### src/rtl/reg_bus_arb.sv
// reg_bus_arb: round-robin arbiter that serialises NUM_REQ_P requesters onto one register-bus target.
// Defining REG_ARB_TIMEOUT_EN enables a WAIT_ACK timeout that aborts with rq_err=1 after TIMEOUT_P cycles.
`default_nettype none

module reg_bus_arb #(
  parameter int NUM_REQ_P   = 2,
  parameter int ADDR_SIZE_P = 4,
  parameter int TIMEOUT_P   = 15
) (
  input  logic                             clk,
  input  logic                             reset,
  input  logic [NUM_REQ_P-1:0]             rq_req,
  input  logic [NUM_REQ_P-1:0]             rq_rd_wr,
  input  logic [NUM_REQ_P*ADDR_SIZE_P-1:0] rq_addr,
  input  logic [NUM_REQ_P*32-1:0]          rq_wdata,
  output logic [NUM_REQ_P-1:0]             rq_done,
  output logic                             rq_err,
  output logic [31:0]                      rq_rdata,
  output logic [ADDR_SIZE_P-1:0]           addr,
  output logic                             rd_wr,
  output logic                             req,
  output logic [31:0]                      write_val,
  input  logic [31:0]                      read_val,
  input  logic                             ack
);

  localparam int IDX_W = $clog2(NUM_REQ_P);

  if (NUM_REQ_P < 2 || NUM_REQ_P > 8 || TIMEOUT_P < 1) begin : g_bad_params
    $error("reg_bus_arb: parameter out of range");
  end

  typedef enum logic [1:0] {
    IDLE     = 2'd0,
    ISSUE    = 2'd1,
    WAIT_ACK = 2'd2,
    RESP     = 2'd3
  } state_t;

  state_t               state;
  state_t               state_nxt;
  logic [IDX_W-1:0]     rr_ptr;
  logic [IDX_W-1:0]     gnt;
  logic [IDX_W-1:0]     gnt_inc;
  logic [IDX_W-1:0]     pick_idx;
  logic                 pick_vld;
  logic [NUM_REQ_P-1:0] gnt_onehot;
  int                   idx;

`ifdef REG_ARB_TIMEOUT_EN
  localparam int CNT_W = $clog2(TIMEOUT_P + 1);
  logic [CNT_W-1:0] cnt;
  logic             timeout_hit;
  assign timeout_hit = (cnt == CNT_W'(TIMEOUT_P - 1));
`endif

  // Scan downward so the last hit written is the first set bit at or after rr_ptr.
  always_comb begin
    pick_vld = 1'b0;
    pick_idx = '0;
    idx      = 0;
    for (int i = NUM_REQ_P - 1; i >= 0; i--) begin
      idx = int'(rr_ptr) + i;
      if (idx >= NUM_REQ_P) idx = idx - NUM_REQ_P;
      if (rq_req[idx[IDX_W-1:0]]) begin
        pick_vld = 1'b1;
        pick_idx = idx[IDX_W-1:0];
      end
    end
  end

  always_comb begin
    gnt_onehot      = '0;
    gnt_onehot[gnt] = 1'b1;
    gnt_inc         = (int'(gnt) == NUM_REQ_P - 1) ? '0 : gnt + 1'b1;
  end

  always_ff @(posedge clk or posedge reset) begin
    if (reset) state <= IDLE;
    else       state <= state_nxt;
  end

  always_comb begin
    state_nxt = state;
    case (state)
      IDLE:     if (pick_vld) state_nxt = ISSUE;
      ISSUE:    state_nxt = WAIT_ACK;
      WAIT_ACK: begin
`ifdef REG_ARB_TIMEOUT_EN
        if (ack || timeout_hit) state_nxt = RESP;
`else
        if (ack) state_nxt = RESP;
`endif
      end
      RESP:     state_nxt = IDLE;
      default:  state_nxt = IDLE;
    endcase
  end

  always_ff @(posedge clk or posedge reset) begin
    if (reset) begin
      rr_ptr    <= '0;
      gnt       <= '0;
      addr      <= '0;
      rd_wr     <= 1'b0;
      req       <= 1'b0;
      write_val <= '0;
      rq_done   <= '0;
      rq_err    <= 1'b0;
      rq_rdata  <= '0;
`ifdef REG_ARB_TIMEOUT_EN
      cnt       <= '0;
`endif
    end else begin
      req      <= 1'b0;
      rq_done  <= '0;
      rq_err   <= 1'b0;
      rq_rdata <= '0;
      case (state)
        IDLE: begin
          if (pick_vld) begin
            gnt       <= pick_idx;
            addr      <= rq_addr[int'(pick_idx)*ADDR_SIZE_P +: ADDR_SIZE_P];
            rd_wr     <= rq_rd_wr[pick_idx];
            write_val <= rq_wdata[int'(pick_idx)*32 +: 32];
          end
        end
        ISSUE: begin
          req <= 1'b1;
`ifdef REG_ARB_TIMEOUT_EN
          cnt <= '0;
`endif
        end
        WAIT_ACK: begin
          // ack takes precedence over a timeout landing on the same cycle
          if (ack) begin
            rq_done  <= gnt_onehot;
            rq_rdata <= rd_wr ? read_val : 32'h0;
          end
`ifdef REG_ARB_TIMEOUT_EN
          else if (timeout_hit) begin
            rq_done <= gnt_onehot;
            rq_err  <= 1'b1;
          end else begin
            cnt <= cnt + 1'b1;
          end
`endif
        end
        RESP: rr_ptr <= gnt_inc;
        default: ;
      endcase
    end
  end

endmodule

`default_nettype wire

### config.mk
export PLATFORM = sky130hd
export DESIGN_NAME = reg_bus_arb
export DESIGN_NICKNAME = d
export VERILOG_FILES = /design/src/rtl/reg_bus_arb.sv
export SDC_FILE = /design/constraint.sdc
export NUM_CORES = 1
export LEC_CHECK = 0
export CORE_MARGIN = 5
export CORE_UTILIZATION = 38
export DETAILED_ROUTE_END_ITERATION = 10
export PLACE_DENSITY = 0.8
export SLEW_MARGIN = 20
export SYNTH_ARGS = -nofsm -noshare
export SYNTH_HDL_FRONTEND = slang
export SYNTH_SLANG_ARGS = --single-unit
### constraint.sdc
create_clock -name clk -period 3.09 [get_ports clk]
set_input_delay 0.618 -clock clk [delete_from_list [all_inputs] [get_ports clk]]
set_output_delay 0.618 -clock clk [all_outputs]
set_load 0.05 [all_outputs]
==> metrics.csv <==
metric;value;unit
top_reg_cell synth;dfrtp_1;
Max-cap violations;0;
CP Class;in2reg;
Sw Ratio;45.8;%
PD cells;954;nW/um^2
GR Util All Layers;19.6;%
top-area cell type share of the netlist area;59.5;%
Multi-input gate area;1100;sq um
Top delay family on crit path;buffers and inverters;
FP Rows;33;
most common cell in the netlist;dfrtp_1;
internal power;2.72;mW
via count;2993;
Final Hold Fails;0;
top sig layer;met4;
setup tns final;0;ns
Min-Delay Path Class;reg2reg;
Reg clk slew, reported paths;0.08;ns
Finished Cell Area;5260;sq um
CP arrival;2.62;ns
Pins Over Slew Limit;0;
Pwr Total;5.02;mW
Initial Utilization;38.9;%
Worst VDD drop;0.000429;V
final net count;599;
CTS sink count;76;
Least-Margin Pin Slew;1.05;ns
ant diodes;0;
largest stage delay on the critical path;0.81;ns
Routed wire per std cell;16.9;um
cells resized by post-CTS repair;0;
WL met3;748;um
most common library cells after synthesis;76 x dfrtp_1, 40 x nor2_1, 38 x nand3_1, 37 x a31oi_1, 32 x and2_1;
Fillers;703;
WL final;10.0;mm
Die H;102;um
port buffer count;182;
clock latency on the worst-skew pair;0.34;ns
DRT iter0 DRCs;152;
vias in the first global route;3090;
Clock Power Share;16.5;%
asr flop ratio synth;100;%
Inserted Clock Buffers;9;
worst slack at placement;0.574;ns
outcome;complete, no violations;
Setup Buffers After CTS;0;
first-pass GRT wire length;15.6;mm
Critical Path Slowest Stage Cell;clkinv_1;
final RePlAce weighted congestion;0.796;
largest net degree at the start of global routing;50;
Post-synth EDFFs;0;
synth warn;0;
Via-to-Cell Ratio;5.06;
critical path startpoint category;input pin;
fin util;64.0;%
metal2 WL;5.16;mm
Syn Area/Cell;10.3;sq um
worst path cell trace;clkdlybuf4s50_1, clkinv_1, o21ai_0, a31oi_1;
Synth Instances;310;
cell area after synthesis;3190;sq um
final setup vio count;0;
Routed Antenna Nets;0;
Synth area leaders;dfrtp_1 60%, a31oi_1 7.2%, and2_1 6.3%, nand3_1 6.0%, nor2_1 4.7%;
register bit count reported by yosys;76;
total gr overflow;0;
Hold WS;0.479;ns
sequential fraction of the synthesis area;59.5;%
post-route worst setup slack;0.670;ns
RSZ-0062 raised after global routing;false;
hpwl dp;7.22;mm
Syn Nets;426;
Area Overhead vs Synth;64.6;%
clk buf depth;2;
WL met1;3.76;mm
fin crit share;78.3;%
sequential power share;29.9;%
Slew headroom;29.5;%
fraction of layout cells with a size suffix above 1;5.13;%
die area;10300;sq um
leakage;2.20;nW
hold buffers post-CTS;0;
IO Pins;184;
P_sw;2.30;mW
initial antenna violation count;0;
Placed Cells;577;
Storage cell area;1900;sq um
Comb power frac;53.6;%
WP buf/inv;2;
Clock Tree Root;clkbuf_8;
worst clock skew;0.0116;ns
minimum clock period;2.42;ns
DRC viols;0;
CP required;3.29;ns
H-tree Lvls;3;
Area after DPL;5040;sq um
Worst setup EP type;flip-flop;
final cell count without fillers;592;
CP Max Fanout;37;
router iterations before antenna repair;5;
TritonCTS clock tree;done;
Synth area leader;dfrtp_1;
die width;102;um
CORE AREA;8220;sq um
count of cell types in the netlist;24;
fmax;413;MHz
[worst paths after layout]
path,startpoint,end,slack [ns],depth (start not counted)
worst max-delay path,rq_req[1],addr[0]$_DFFE_PP0P_,0.67,4
worst min-delay path,gnt$_DFFE_PP0P_,rq_done[0]$_DFF_PP0_,0.48,1
min in group asynchronous,reset,write_val[20]$_DFFE_PP0P_,0.58,2
worst max register to register,state[0]$_DFFE_PP0P_,rq_rdata[27]$_DFF_PP0_,1.31,4
worst min register to register,gnt$_DFFE_PP0P_,rq_done[0]$_DFF_PP0_,0.48,1
max in group asynchronous,reset,rq_rdata[31]$_DFF_PP0_,1.81,3
[registers in the layout, summed over array words and instances, names as in the netlist]
register   count
addr           4
rr_ptr         1
rq_rdata      32
write_val     32
gnt            1
rd_wr          1
req            1
rq_done        2
state          2
[power groups by stage]
stage          Sequential (mW)  Combinational, mW  Clock, mW
2_1_floorplan             2.58              0.709          0
3_3_place_gp              1.51               2.64          0
3_5_place_dp              1.52               2.71          0
4_1_cts                   1.50               2.71      0.851
5_1_grt                   1.55               2.84      0.891
6_report                  1.50               2.69      0.827
[cell type report]
class                   count  area share (%)
clock buffers               9            2.36
well taps                 105            2.50
flip-flops and latches     76            36.2
clock inverters             6            1.69
repair buffers            189            35.9
inverters                   6           0.452
multi-input cells         201            20.9
[cell families (layout without fill, tap and decap cells)]
kind of cell | count (synthesis) | in the layout | synth area share (%)
flops | 76 | 76 | 59.5
simple gates | 115 | 115 | 17.9
buf+inv | 33 | 210 | 6.07
fa+ha+maj | 5 | 5 | 1.96
other cells | 1 | 1 | 0.117
compound gates | 79 | 79 | 14.1
mux | 1 | 1 | 0.353
[layer usage]
layer / vias to the layer above / GRT usage [%]
li1: 1413 / -
met1: 1428 / 23.0
met2: 125 / 34.3
met3: 27 / 3.72
met4: 0 / 9.61
met5: - / 0
[cell usage in the layout (no fill, tap or decap), drive strengths merged]
master,instances
a21oi,2
a31oi,37
and2,32
and2b,1
and3,1
buf,7
bufinv,2
clkbuf,9
clkdlybuf4s50,182
clkinv,3
clkinvlp,2
conb,1
dfrtp,76
ha,5
inv,5
mux2,1
nand2,1
nand2b,1
nand3,38
nor2,40
nor3b,1
o21a,1
o21ai,38
o32a,1
No activity file was read; power rests on OpenSTA's default activity.
